## config.mk

```make
export PLATFORM = sky130hd
export DESIGN_NAME = i2c_write
export DESIGN_NICKNAME = d
export VERILOG_FILES = /design/src/rtl/i2c_write.sv
export SDC_FILE = /design/constraint.sdc
export NUM_CORES = 1
export LEC_CHECK = 0
export BUFFER_PORTS_ARGS = -buffer_cell sky130_fd_sc_hd__buf_2
export CAP_MARGIN = 10
export CORE_MARGIN = 10
export CORE_UTILIZATION = 45
export CTS_CLUSTER_DIAMETER = 120
export CTS_CLUSTER_SIZE = 40
export DETAILED_ROUTE_END_ITERATION = 16
export PLACE_DENSITY_LB_ADDON = 0.05
export SETUP_SLACK_MARGIN = 0.15
export SYNTH_ARGS = -nofsm -noshare
export SYNTH_HDL_FRONTEND = slang
export SYNTH_SLANG_ARGS = --single-unit
```

## constraint.sdc

```tcl
create_clock -name clk -period 1.8 [get_ports clk]
set_clock_uncertainty 0.05 [all_clocks]
set_input_delay 0.18 -clock clk [delete_from_list [all_inputs] [get_ports clk]]
set_output_delay 0.18 -clock clk [all_outputs]
set_load 0.1 [all_outputs]
```

## src/rtl/i2c_write.sv

```systemverilog
// I2C bit/byte transmitter: shifts one bit or one byte MSB-first onto SDA in step
// with external SCL, honouring the data hold time and flagging arbitration loss / bus errors.
module i2c_write #(
  parameter int unsigned HOLD_CYCLES = 2
) (
  input  logic       clk,
  input  logic       rst,
  input  logic       wr_en,
  input  logic       is_byte,
  input  logic [7:0] data_i,
  output logic       sda_o,
  output logic       busy,
  output logic       wr_finish,
  output logic       arb_lost,
  output logic       bus_err,
  input  logic       scl_i,
  input  logic       sda_i
);

  localparam logic [2:0] IDLE  = 3'd0;
  localparam logic [2:0] HOLD  = 3'd1;
  localparam logic [2:0] DRIVE = 3'd2;
  localparam logic [2:0] TAIL  = 3'd3;
  localparam logic [2:0] DONE  = 3'd4;

  localparam logic [3:0] HOLD_LAST = 4'(HOLD_CYCLES - 1);

  logic [2:0] state;
  logic [7:0] shreg;
  logic [2:0] bit_cnt;
  logic [3:0] hold_cnt;
  logic       byte_mode;
  logic       scl_last;
  logic       sda_last;

  logic scl_fall;
  logic arb_hit;
  logic err_hit;
  logic last_bit;

  assign scl_fall = scl_last & ~scl_i;
  assign arb_hit  = scl_i & sda_o & ~sda_i;
  assign err_hit  = scl_i & scl_last & (sda_i ^ sda_last);
  assign last_bit = ~byte_mode | (bit_cnt == 3'd7);
  assign busy     = (state != IDLE);

  always_ff @(posedge clk) begin
    if (rst) begin
      state     <= IDLE;
      sda_o     <= 1'b1;
      wr_finish <= 1'b0;
      arb_lost  <= 1'b0;
      bus_err   <= 1'b0;
      shreg     <= '0;
      bit_cnt   <= '0;
      hold_cnt  <= '0;
      byte_mode <= 1'b0;
      scl_last  <= 1'b1;
      sda_last  <= 1'b1;
    end else begin
      scl_last  <= scl_i;
      sda_last  <= sda_i;
      wr_finish <= 1'b0;
      arb_lost  <= 1'b0;
      bus_err   <= 1'b0;
      case (state)
        IDLE: begin
          sda_o <= 1'b1;
          if (wr_en) begin
            shreg     <= is_byte ? data_i : {data_i[0], 7'b0};
            byte_mode <= is_byte;
            bit_cnt   <= '0;
            hold_cnt  <= '0;
            state     <= HOLD;
          end
        end
        HOLD: begin
          hold_cnt <= hold_cnt + 4'd1;
          if (!wr_en) begin
            sda_o <= 1'b1;
            state <= IDLE;
          end else if (hold_cnt == HOLD_LAST) begin
            sda_o <= shreg[7];
            state <= DRIVE;
          end
        end
        DRIVE: begin
          // Abort wins over status; arbitration and bus error may pulse together.
          if (!wr_en) begin
            sda_o <= 1'b1;
            state <= IDLE;
          end else if (arb_hit || err_hit) begin
            arb_lost <= arb_hit;
            bus_err  <= err_hit;
            sda_o    <= 1'b1;
            state    <= DONE;
          end else if (scl_fall) begin
            hold_cnt <= '0;
            if (last_bit) begin
              wr_finish <= 1'b1;
              state     <= TAIL;
            end else begin
              shreg   <= {shreg[6:0], 1'b0};
              bit_cnt <= bit_cnt + 3'd1;
              state   <= HOLD;
            end
          end
        end
        TAIL: begin
          hold_cnt <= hold_cnt + 4'd1;
          if (hold_cnt == HOLD_LAST) begin
            sda_o <= 1'b1;
            state <= DONE;
          end
        end
        DONE: begin
          sda_o <= 1'b1;
          if (!wr_en) state <= IDLE;
        end
        default: begin
          sda_o <= 1'b1;
          state <= IDLE;
        end
      endcase
    end
  end

endmodule

```

Word-level counts from Yosys, hierarchy flattened
Index checks and enable logic that the tools add are counted.
{"block": "word_totals", "word_cells": 91, "in_bits": 14, "out_inout_bits": 5, "regBits": 25}
{"block": "op_classes", "n_eq_ne": 16, "reduce_logical": 13, "mux": 35, "n_bitwise": 14, "add_sub_neg": 2}
{"op": "8-bit two-way mux", "n": 6}
{"op": "3-bit two-way mux", "n": 13}
{"op": "4-bit two-way mux", "n": 4}
{"op": "8-bit case mux with 2 select lines", "n": 1}
{"op": "3-bit case mux with 5 select lines", "n": 1}
{"op": "2-bit inequality test (second input constant)", "n": 7}
{"op": "4-bit case mux with 3 select lines", "n": 1}
{"op": "5-bit AND reduction", "n": 2}
{"op": "1-bit NOT", "n": 7}
{"op": "3-bit by 2-bit equality test with 1-bit output (second input constant)", "n": 2}
{"op": "3-bit equality test (second input constant)", "n": 2}
{"op": "1-bit two-way mux", "n": 6}
{"op": "3-bit inequality test (second input constant)", "n": 2}
{"op": "3-bit case mux with 2 select lines", "n": 1}
{"op": "6-bit AND reduction", "n": 1}
{"op": "3-bit nonzero test", "n": 2}
{"op": "1-bit AND", "n": 5}
{"op": "5-bit OR reduction", "n": 1}
{"op": "4-bit by 1-bit adder with 4-bit output (second input constant)", "n": 1}
{"op": "4-bit by 1-bit equality test with 1-bit output (second input constant)", "n": 1}
{"op": "4-bit inequality test (second input constant)", "n": 1}
{"op": "4-bit OR reduction", "n": 1}
{"op": "3-bit by 1-bit adder with 3-bit output (second input constant)", "n": 1}
{"op": "3-bit by 1-bit equality test with 1-bit output (second input constant)", "n": 1}
{"op": "10 further kinds", "n": 10}

Depth between registers and ports, before layout
{"block": "logic_depth", "ltp_word": 7, "depth_mapped": 8, "ltp_nobuf": 7}

Least setup slack after synthesis
OpenSTA, ideal clock, no wires.
{"block": "synth_path", "path_kind": "reg-to-reg", "startpoint": "reg sda_o", "endpoint": "reg state[2]", "setup_ns": 0.069, "path_stages_with_launch": 6, "arrival_ns": 1.958, "slack_ns": -0.277, "synth_period_minus_slack_ns": 2.077, "required_ns": 1.681, "n_path_buf": 0, "cell_sequence": "dfxtp_1 > a211o_1 > o211a_1 > a21oi_1 > or4b_1 > o21ai_1"}
{"block": "synth_via", "elab_chain_len": 6, "elab_cells_between_ends": 8, "classes_between": "eq/ne (1); mux (3); bitwise (2); reduce/logical (2)"}
{"element": "start, declared", "line": "11", "text": "output logic sda_o,"}
{"element": "start signal, assigned", "line": "83", "text": "sda_o <= shreg[7];"}
{"element": "1-bit AND * (2 in series)", "line": "42", "text": "assign arb_hit = scl_i & sda_o & ~sda_i;"}
{"element": "1-bit logical OR *", "line": "92", "text": "end else if (arb_hit || err_hit) begin"}
{"element": "3-bit two-way mux", "line": "92"}
{"element": "3-bit two-way mux", "line": "89", "text": "if (!wr_en) begin"}
{"element": "3-bit case mux with 5 select lines", "line": "66", "text": "case (state)"}
{"element": "end signal, assigned", "line": "74", "text": "state <= HOLD;"}
{"element": "end signal, assigned", "line": "91", "text": "state <= IDLE;"}
{"element": "end signal, assigned", "line": "96", "text": "state <= DONE;"}
{"element": "end, declared", "line": "28", "text": "logic [2:0] state;"}
Mark *: on every way between the ends. The rest lies on a longest branch, timed or not.
A chain may end at the register's enable or synchronous reset.

Final worst setup path
{"block": "layout_path", "startpoint": "reg bit_cnt[1]", "endpoint": "reg shreg[7]"}
{"block": "layout_via", "elab_chain_len": 4}
{"element": "start, declared", "line": "30", "text": "logic [2:0] bit_cnt;"}
{"element": "start signal, assigned", "line": "104", "text": "bit_cnt <= bit_cnt + 3'd1;"}
{"element": "3-bit equality test", "line": "44", "text": "assign last_bit = ~byte_mode | (bit_cnt == 3'd7);"}
{"element": "1-bit bitwise OR", "line": "44"}
{"element": "2-bit inequality test (no source line)"}
{"element": "6-bit AND reduction (no source line)"}
{"element": "end signal, assigned", "line": "70", "text": "shreg <= is_byte ? data_i : {data_i[0], 7'b0};"}
{"element": "end signal, assigned", "line": "103", "text": "shreg <= {shreg[6:0], 1'b0};"}
{"element": "end, declared", "line": "29", "text": "logic [7:0] shreg;"}
Every way passes these cells.

==> results.py <==
metrics = {
    "run_status": {
        "outcome": "complete, no violations",
    },
    "worst_setup_path": {
        "critPathRequiredTime_ns": 1.97,
        "crit_arrival_ns": 1.96,
        "endpoint": "shreg[7]$_SDFFE_PP0P_",
        "r2r_start": "bit_cnt[1]$_SDFFE_PP0P_",
        "criticalPathCategory": "reg2reg",
        "cp-startpoint": "bit_cnt[1]$_SDFFE_PP0P_",
        "end_kind": "flop",
        "start_kind": "flop",
        "reg2reg_to": "shreg[7]$_SDFFE_PP0P_",
        "r2r_cells": 8,
        "reg2reg_setup_slack_ns": 0.01,
        "crit_fanout": 4,
    },
    "route": {
        "first_iter_violations": 60,
        "ant_nets": 0,
        "wire_per_inst_um": 13.8,
        "dr.pass1.iters": 4,
        "drc": 0,
        "vias_per_cell": 5.38,
        "vias": 1092,
        "routed_wl_um": 2800,
    },
    "global_route": {
        "antenna_found_initial": 0,
        "grt-ovfl-total": 0,
        "grt_pass1_vias": 1051,
        "grt_start_max_net_pins": 25,
        "grt_pass1_wl_um": 4620,
        "track_usage": 0.104,
    },
    "finish": {
        "fin_cells": 203,
        "regArea_sq_um": 510,
        "post-route-cell-area_sq_um": 1570,
        "layout-drive-gt1-share": 0.329,
        "n_fill_cell": 236,
        "area_growth_pct": 27.0,
        "final_nets": 192,
        "multiInputGateArea_sq_um": 764,
        "diodes": 0,
    },
    "clock_tree": {
        "cts_max_path_buffers": 2,
        "clkSinkCount": 25,
        "cts_buffers": 3,
        "cts-root-buf": "clkbuf_4",
        "cts_tree": "yes",
        "clkLatencyLatePin_ns": 0.32,
        "htreeDepth": 1,
        "clk_pin_slew_ns": 0.14,
    },
    "timing": {
        "worstMarginPinSlew_ns": 0.490,
        "setup_tns_ns": 0,
        "hold_violations": 0,
        "timing.fmax_mhz": 559,
        "grt_setup_unrepaired": "yes",
        "fin_crit_sh": 0.993,
        "relSlewSlack": 0.675,
        "holdWs_ns": 0.0196,
        "slew_viol_final": 0,
        "setup_viol": 0,
        "min_period_ns": 1.79,
    },
    "die": {
        "dieHeight_um": 72.3,
        "num_rows": 18,
        "die_w_um": 72.3,
        "core_sq_um": 2540,
        "io_pins": 19,
        "start_util": 0.484,
        "dieArea_sq_um": 5230,
    },
    "place": {
        "dp.cells": 192,
        "gp_congestion": 0.761,
        "dpl.hpwl_um": 1920,
        "io_buffer_count": 18,
        "placed_cell_area_sq_um": 1400,
    },
    "yosys": {
        "syn_area_sq_um": 1230,
        "yosys_warnings": 0,
        "synth_common_cells": "dfxtp_1 (25), nor2_1 (18), nand3_1 (11)",
        "yosysMostFrequentCell": "dfxtp_1",
        "synthTopCellsByArea": "dfxtp_1 (41%), nor2_1 (5.5%), nand2b_1 (5.1%)",
        "yosysTopAreaCell": "dfxtp_1",
        "synth_edf_count": 0,
        "synth_cells": 144,
        "syn_area_per_cell_sq_um": 8.56,
        "synth_seq_cells": 25,
        "yosysTopAreaCellShare": 0.406,
        "ys_seq_area_frac": 0.406,
        "synthesis.nets": 162,
        "synth_cell_types": 36,
        "async_reset_ff_frac": 0,
        "synth-main-ff-cell": "dfxtp_1",
    },
    "run": {
        "cap_violations": 0,
    },
    "power": {
        "p_per_area_nw_per_um2": 697,
        "vdd_drop_max_v": 0.000604,
        "p_leak_nw": 0.626,
        "power_mw": 1.09,
    },
    "hold_path": {
        "hold_path_class": "in2reg",
    },
}
-- layout make-up --
class                      instances  area share
clock buffer                       4      0.0168
tap                               30      0.0240
timing repair buffer              34       0.140
sequential                        25       0.326
inverter                           2     0.00480
multi-input combinational        108       0.488
-- worst min-delay path by stage --
stage / cells past startpoint / from / end
2_1_floorplan: 1 / sda_i / arb_lost$_SDFF_PP0_
3_3_place_gp: 2 / sda_i / arb_lost$_SDFF_PP0_
3_5_place_dp: 2 / sda_i / arb_lost$_SDFF_PP0_
4_1_cts: 2 / sda_i / arb_lost$_SDFF_PP0_
5_1_grt: 2 / sda_i / arb_lost$_SDFF_PP0_
6_report: 2 / sda_i / arb_lost$_SDFF_PP0_
-- critical path: stages (launching register included) --
cell and delay [ns]:
dfxtp_2 0.36, ha_4 0.16, ha_4 0.15, nor2b_4 0.13
nand2b_4 0.07, a211oi_4 0.34, buf_2 0.21, mux2i_1 0.18
nor2_1 0.05
-- placed cells by master, fill, tap and decap left out, types with 2 or more instances in the layout --
master / n
dfxtp_1: 19
buf_2: 19
nor2_1: 15
buf_4: 12
nand3_1: 11
nand2_1: 10
nand2b_1: 9
a21oi_1: 8
mux2i_1: 6
a311oi_1: 5
dfxtp_2: 5
nor3_1: 4
o21ai_0: 3
nor2_2: 3
clkbuf_4: 3
buf_6: 3
or3_1: 2
inv_1: 2
nor2b_1: 2
a211o_1: 2
xnor2_1: 2
or2_2: 2
ha_1: 2
ha_4: 2
-- state kept, by name (all words and copies together) (netlist names), 3 cells and up --
register / cells
shreg: 8
hold_cnt: 4
state: 3
bit_cnt: 3
-- cells by family (layout without fill, tap and decap cells) --
kind of cell	after synthesis	in the layout	synth area share
AO/OA/AOI/OAI	29	29	0.169
XOR/XNOR	2	2	0.0142
adder cells (fa/ha/maj)	4	4	0.0406
buffers and inverters	11	40	0.0376
flip-flops	25	25	0.406
multiplexers	6	6	0.0487
AND/OR/NAND/NOR	67	67	0.284
-- metal layers --
| layer | GRT usage | share of wire | vias up |
|---|---|---|---|
| li1 | - | - | 569 |
| met1 | 0.123 | 0.47 | 504 |
| met2 | 0.180 | 0.47 | 15 |
| met3 | 0.0340 | 0.040 | 4 |
| met4 | 0.0129 | 0.014 | 0 |
| met5 | 0 | 0 | - |
-- power by group --
group	leakage (nW)	internal, mW	switching (mW)
sequential	0.206	0.580	0.0216
combinational	0.406	0.106	0.131
clock	0.0150	0.0869	0.167
total	0.626	0.773	0.319
-- repair_timing --
action	4_1_cts	5_1_grt
buffers inserted	4	1
setup endpoints to repair	14	15
gates cloned	1	1
resized for setup	11	14
pin swaps	2	5
hold buffers	0	0
-- stage by stage --
stage               worst slack, ns  utilization
floorplan                     0.155            -
global route                -0.0917        0.615
CTS                          0.0483        0.588
detailed placement           0.0188        0.548
finish                       0.0126        0.615
global placement              0.120        0.548
Note: power is estimated with default switching activity, not from simulation.
